==> src/rtl/imem_loader.sv <==
// imem_loader: turns a length-prefixed byte stream into word writes with byte strobes.
// Defining IMEM_LOADER_CKSUM_EN adds a trailing XOR checksum byte after the payload.
module imem_loader #(
  parameter int unsigned           DATA_WIDTH = 32,
  parameter int unsigned           ADDR_WIDTH = 32,
  parameter int unsigned           LAU        = 8,
  parameter int unsigned           SIZE_LAU   = 32'd1048576,
  parameter logic [ADDR_WIDTH-1:0] BASE_ADDR  = '0
) (
  input  logic                  clk_i,
  input  logic                  rst_i,
  input  logic                  start_i,
  input  logic                  rx_valid_i,
  input  logic [7:0]            rx_data_i,
  output logic                  rx_ready_o,
  output logic                  we_o,
  output logic [ADDR_WIDTH-1:0] waddr_o,
  output logic [DATA_WIDTH-1:0] wdata_o,
  output logic [3:0]            wstrb_o,
  output logic                  busy_o,
  output logic                  done_o,
  output logic                  err_o
);

`ifdef IMEM_LOADER_CKSUM_EN
  typedef enum logic [2:0] {
    IDLE  = 3'd0,
    LEN   = 3'd1,
    DATA  = 3'd2,
    DONE  = 3'd3,
    ERR   = 3'd4,
    CKSUM = 3'd5
  } state_t;
  localparam state_t PAYLOAD_END = CKSUM;
`else
  typedef enum logic [2:0] {
    IDLE  = 3'd0,
    LEN   = 3'd1,
    DATA  = 3'd2,
    DONE  = 3'd3,
    ERR   = 3'd4
  } state_t;
  localparam state_t PAYLOAD_END = DONE;
`endif

  state_t                state, state_next;
  logic [ADDR_WIDTH-1:0] cnt;
  logic [31:0]           len;
  logic [31:0]           len_full;
  logic [DATA_WIDTH-1:0] wbuf, wbuf_next;
  logic [3:0]            strb, strb_next;
  logic                  accept;
  logic                  lane_last;
  logic                  pay_last;
  logic                  oversize;
`ifdef IMEM_LOADER_CKSUM_EN
  logic [7:0]            xsum;
`endif

  function automatic logic [DATA_WIDTH-1:0] lane_insert(
    input logic [DATA_WIDTH-1:0] word,
    input logic [1:0]            lane,
    input logic [7:0]            value
  );
    logic [DATA_WIDTH-1:0] res;
    res = word;
    res[lane*LAU +: 8] = value;
    return res;
  endfunction

  // Ready depends on the state alone so the source never sees a valid->ready loop.
  always_comb begin
    rx_ready_o = 1'b0;
    case (state)
      LEN, DATA: rx_ready_o = 1'b1;
`ifdef IMEM_LOADER_CKSUM_EN
      CKSUM:     rx_ready_o = 1'b1;
`endif
      default:   rx_ready_o = 1'b0;
    endcase
  end

  assign accept    = rx_valid_i & rx_ready_o;
  assign lane_last = (cnt[1:0] == 2'b11);
  // Length bytes arrive LSB first, so shifting in from the top leaves N in place.
  assign len_full  = {rx_data_i, len[31:8]};
  assign oversize  = (len_full > SIZE_LAU);
  assign pay_last  = (64'(cnt) == (64'(len) - 64'd1));
  assign wbuf_next = lane_insert(wbuf, cnt[1:0], rx_data_i);
  assign strb_next = strb | (4'b0001 << cnt[1:0]);

  // State register.
  always_ff @(posedge clk_i) begin
    if (rst_i) begin
      state <= IDLE;
    end else begin
      state <= state_next;
    end
  end

  // Next-state decode.
  always_comb begin
    state_next = state;
    case (state)
      IDLE, DONE, ERR: begin
        if (start_i) state_next = LEN;
        else         state_next = state;
      end
      LEN: begin
        if (accept && lane_last) begin
          if (len_full == 32'd0) state_next = PAYLOAD_END;
          else if (oversize)     state_next = ERR;
          else                   state_next = DATA;
        end else begin
          state_next = state;
        end
      end
      DATA: begin
        if (accept && pay_last) state_next = PAYLOAD_END;
        else                    state_next = state;
      end
`ifdef IMEM_LOADER_CKSUM_EN
      CKSUM: begin
        if (accept) state_next = (rx_data_i == xsum) ? DONE : ERR;
        else        state_next = state;
      end
`endif
      default: state_next = IDLE;
    endcase
  end

  // Datapath: length capture, word packing, write port and status flags.
  always_ff @(posedge clk_i) begin
    if (rst_i) begin
      cnt     <= '0;
      len     <= 32'd0;
      wbuf    <= '0;
      strb    <= 4'b0000;
      we_o    <= 1'b0;
      waddr_o <= '0;
      wdata_o <= '0;
      wstrb_o <= 4'b0000;
      busy_o  <= 1'b0;
      done_o  <= 1'b0;
      err_o   <= 1'b0;
`ifdef IMEM_LOADER_CKSUM_EN
      xsum    <= 8'h00;
`endif
    end else begin
      we_o   <= 1'b0;
      done_o <= (state_next == DONE);
      err_o  <= (state_next == ERR);
`ifdef IMEM_LOADER_CKSUM_EN
      busy_o <= (state_next == LEN) || (state_next == DATA) || (state_next == CKSUM);
`else
      busy_o <= (state_next == LEN) || (state_next == DATA);
`endif
      case (state)
        IDLE, DONE, ERR: begin
          if (start_i) begin
            cnt  <= '0;
            len  <= 32'd0;
            wbuf <= '0;
            strb <= 4'b0000;
`ifdef IMEM_LOADER_CKSUM_EN
            xsum <= 8'h00;
`endif
          end
        end
        LEN: begin
          if (accept) begin
            len <= len_full;
            cnt <= lane_last ? '0 : cnt + ADDR_WIDTH'(1'b1);
          end
        end
        DATA: begin
          if (accept) begin
            cnt <= cnt + ADDR_WIDTH'(1'b1);
`ifdef IMEM_LOADER_CKSUM_EN
            xsum <= xsum ^ rx_data_i;
`endif
            if (lane_last || pay_last) begin
              we_o    <= 1'b1;
              waddr_o <= BASE_ADDR + {cnt[ADDR_WIDTH-1:2], 2'b00};
              wdata_o <= wbuf_next;
              wstrb_o <= strb_next;
              wbuf    <= '0;
              strb    <= 4'b0000;
            end else begin
              wbuf <= wbuf_next;
              strb <= strb_next;
            end
          end
        end
        default: begin
        end
      endcase
    end
  end

endmodule

==> config.mk <==
export PLATFORM = sky130hd
export DESIGN_NAME = imem_loader
export DESIGN_NICKNAME = d
export VERILOG_FILES = /design/src/rtl/imem_loader.sv
export SDC_FILE = /design/constraint.sdc
export NUM_CORES = 1
export LEC_CHECK = 0
export BUFFER_PORTS_ARGS = -buffer_cell sky130_fd_sc_hd__clkbuf_2
export CAP_MARGIN = 30
export CORE_ASPECT_RATIO = 0.7
export CORE_MARGIN = 4
export CORE_UTILIZATION = 50
export DETAILED_ROUTE_END_ITERATION = 10
export PLACE_DENSITY = 0.69
export SYNTH_ARGS = -nofsm -noshare
export SYNTH_HDL_FRONTEND = slang
export SYNTH_SLANG_ARGS = --single-unit
==> constraint.sdc <==
create_clock -name clk_i -period 7.42 [get_ports clk_i]
set_input_delay 0.371 -clock clk_i [delete_from_list [all_inputs] [get_ports clk_i]]
set_output_delay 0.371 -clock clk_i [all_outputs]
set_load 0.03 [all_outputs]
==> run summary <==
Largest area contributor in the netlist - dfxtp_1
Grt total ovfl - 0
YS warnings - 0
Leak Pwr - 3.94 nW
RD Place Congestion - 0.980
Peak Freq - 218 MHz
Slew Viols, Final - 0
DP HPWL - 17400 um
Pin count of the biggest net entering global routing - 81
# IOs - 85
Drt initial violations - 956
Initial antenna violation count - 0
CP Data Required Time - 7.74 ns
Status - completed
Seq/Total Area, Yosys - 38.2%
Fill count - 1548
Post-Syn Area per Cell - 8.50 um2
Die Span Y - 121 um
IR drop worst, VDD - 0.173 mV
TritonCTS buffer count - 17
CP startpoint kind - register
Combinational share of power - 6.6%
DR pass1 iterations - 5
Initial Utilization - 51.9%
First-pass GRT wire length - 39900 um
Rel. slew slack - 32.0%
Setup TNS - 0 ns
Tmin final - 4.58 ns
IO buf count - 82
Top cells by count, synth - dfxtp_1, a21oi_1, nor2_1
Die ar. - 0.0204 mm2
Clock slew at reported path FFs - 0.07 ns
Seq pwr share - 45.9%
Max clock buf depth - 2
Period Utilization, post-route - 61.7%
DRC - 0
Synth Flop Type - dfxtp_1
Post-CTS setup buffer count - 0
Area share of the largest cell type after synthesis - 38.2%
Worst-Margin Slew - 1.01 ns
H-tree depth - 4
Unrepaired setup endpoints after global routing - no
Sw power - 0.509 mW
EDFF count, synth - 0
CTS tree - yes
Critical Path Start - len[2]$_SDFFE_PP0P_
Tightest Hold Check Type - input pin to register
Post-DR wirelength/cell - 18.6 um
Worst Setup End Kind - register
Top-count cell post-synth - dfxtp_1
Crit Path Class - register to register
Antenna Violating Nets Remaining - 0
Hold Startpoint - rx_data_i[6]
Final setup viols - 0
Max Cap Viol - 0
Layout cell share with drive strength beyond 1 - 15.8%
Clk_lat worst skew - 0.43 ns
Hold depth - 3
CTS Hold Bufs - 0
Switching part of the total - 24.8%
PwrDens - 203 mW/mm2
R2r startpoint - len[2]$_SDFFE_PP0P_
Worst-path fanout max - 36
CTS root buf - clkbuf_16
Mapped cell area - 0.00906 mm2
Post-synth ARST share - 0%
Clock Sinks - 173
Rows - 40
Synth-to-Final Area Change - 11.6%
WL final - 25000 um
CTS-repair resized insts - 0
Final Hold Viols - 0
Total GRT Usage - 24.3%
Vias - 7996
Internal - 1.54 mW
Critical path arrival - 4.90 ns
Vias in the first global route - 7103
Die Width - 169 um
Total Power - 2.05 mW
Diode count - 0
Flop and latch count out of synthesis - 173
Mapped Cells - 1065
Clk pwr share - 47.5%
Core area - 0.0175 mm2
Post-layout nets - 1122
Synth top area cells - dfxtp_1, a21oi_1, nor2b_1
Reg2Reg Depth - 8
Clock Skews - 0.0121 ns
Via density - 5.95
Post-synthesis cell type count - 69
power groups by stage:
stage | clock network (mW) | logic (mW) | registers [mW]
floorplan | 0 | 0.0921 | 0.958
global placement | 0 | 0.129 | 0.963
detailed placement | 0 | 0.132 | 0.963
CTS | 0.985 | 0.133 | 0.942
global route | 1.03 | 0.147 | 0.942
finish | 0.975 | 0.135 | 0.942
layout make-up:
| type | count | area [um2] | area share [%] |
|---|---|---|---|
| timing repair buffer | 96 | 538 | 5.32 |
| clock buffer | 19 | 433 | 4.28 |
| clock inverter | 13 | 199 | 1.97 |
| inverter | 8 | 30.0 | 0.297 |
| sequential | 173 | 3460 | 34.3 |
| multi-input combinational | 804 | 5160 | 51.0 |
| tap | 231 | 289 | 2.86 |
flip-flops by register name (all words and copies together), names as in the netlist:
name     count
busy_o       1
cnt         32
done_o       1
err_o        1
len         32
state        3
strb         4
waddr_o     30
wbuf        32
wdata_o     32
we_o         1
wstrb_o      4
kinds of logic after synthesis:
| family | count (synthesis) | synth area share, % |
|---|---|---|
| xor+xnor | 57 | 5.66 |
| other cells | 1 | 0.0414 |
| simple gates | 424 | 25.2 |
| fa+ha+maj | 10 | 1.38 |
| mux | 37 | 5.62 |
| buf+inv | 89 | 5.01 |
| flops | 173 | 38.2 |
| compound gates | 274 | 18.9 |
worst max-delay path: stages, from the launching register on:
cell	delay [ns]
dfxtp_1	0.38
nor4_4	0.62
nand3_1	0.35
xnor2_1	0.24
or4_1	0.52
or4_4	0.58
o41a_4	0.66
nor2_8	0.65
mux2_2	0.41
stage by stage:
step | setup WS [ns] | utilization [%] | hold WS, ns | cell area, um2 | instances
floorplan | 3.68 | - | 0.434 | 9060 | 1066
global placement | 2.93 | 54.1 | 0.448 | 9450 | 1311
detailed placement | 2.92 | 54.3 | 0.448 | 9480 | 1312
CTS | 2.89 | 57.9 | 0.305 | 10100 | 1344
global route | 2.66 | 57.9 | 0.323 | 10100 | 1344
finish | 2.84 | 57.9 | 0.322 | 10100 | 1344
metal layers:
| metal | track usage, % | up-vias | share of wire [%] |
|---|---|---|---|
| li1 | - | 3881 | - |
| met1 | 40.4 | 3755 | 52 |
| met2 | 31.9 | 340 | 39 |
| met3 | 4.08 | 20 | 8.6 |
| met4 | 5.22 | 0 | 0.85 |
| met5 | 0 | - | 0 |
worst paths after layout:
path | to | slack, ns
min reg2reg | strb[0]$_SDFFE_PP0P_ | 0.47
max | wdata_o[26]$_SDFFE_PP0P_ | 2.84
min | len[30]$_SDFFE_PP0P_ | 0.32
max reg2reg | wdata_o[26]$_SDFFE_PP0P_ | 2.84
layout by cell type (no fill, tap or decap), types with 8 or more instances in the layout:
cell and instances:
clkbuf_16 17, xor2_1 31, nand3_1 76, o21ai_0 54, a211oi_1 8, clkbuf_2 81
or3_1 13, nand4_1 16, a31oi_1 9, a22o_1 36, nor2b_1 68, mux2_4 26
nor3_1 19, nor4_1 16, nand2_1 61, and3_1 14, ha_1 10, xnor2_1 25
buf_4 14, inv_1 8, a21oi_1 123, dfxtp_1 173, nor2_1 92
No activity file was read; power rests on OpenSTA's default activity.
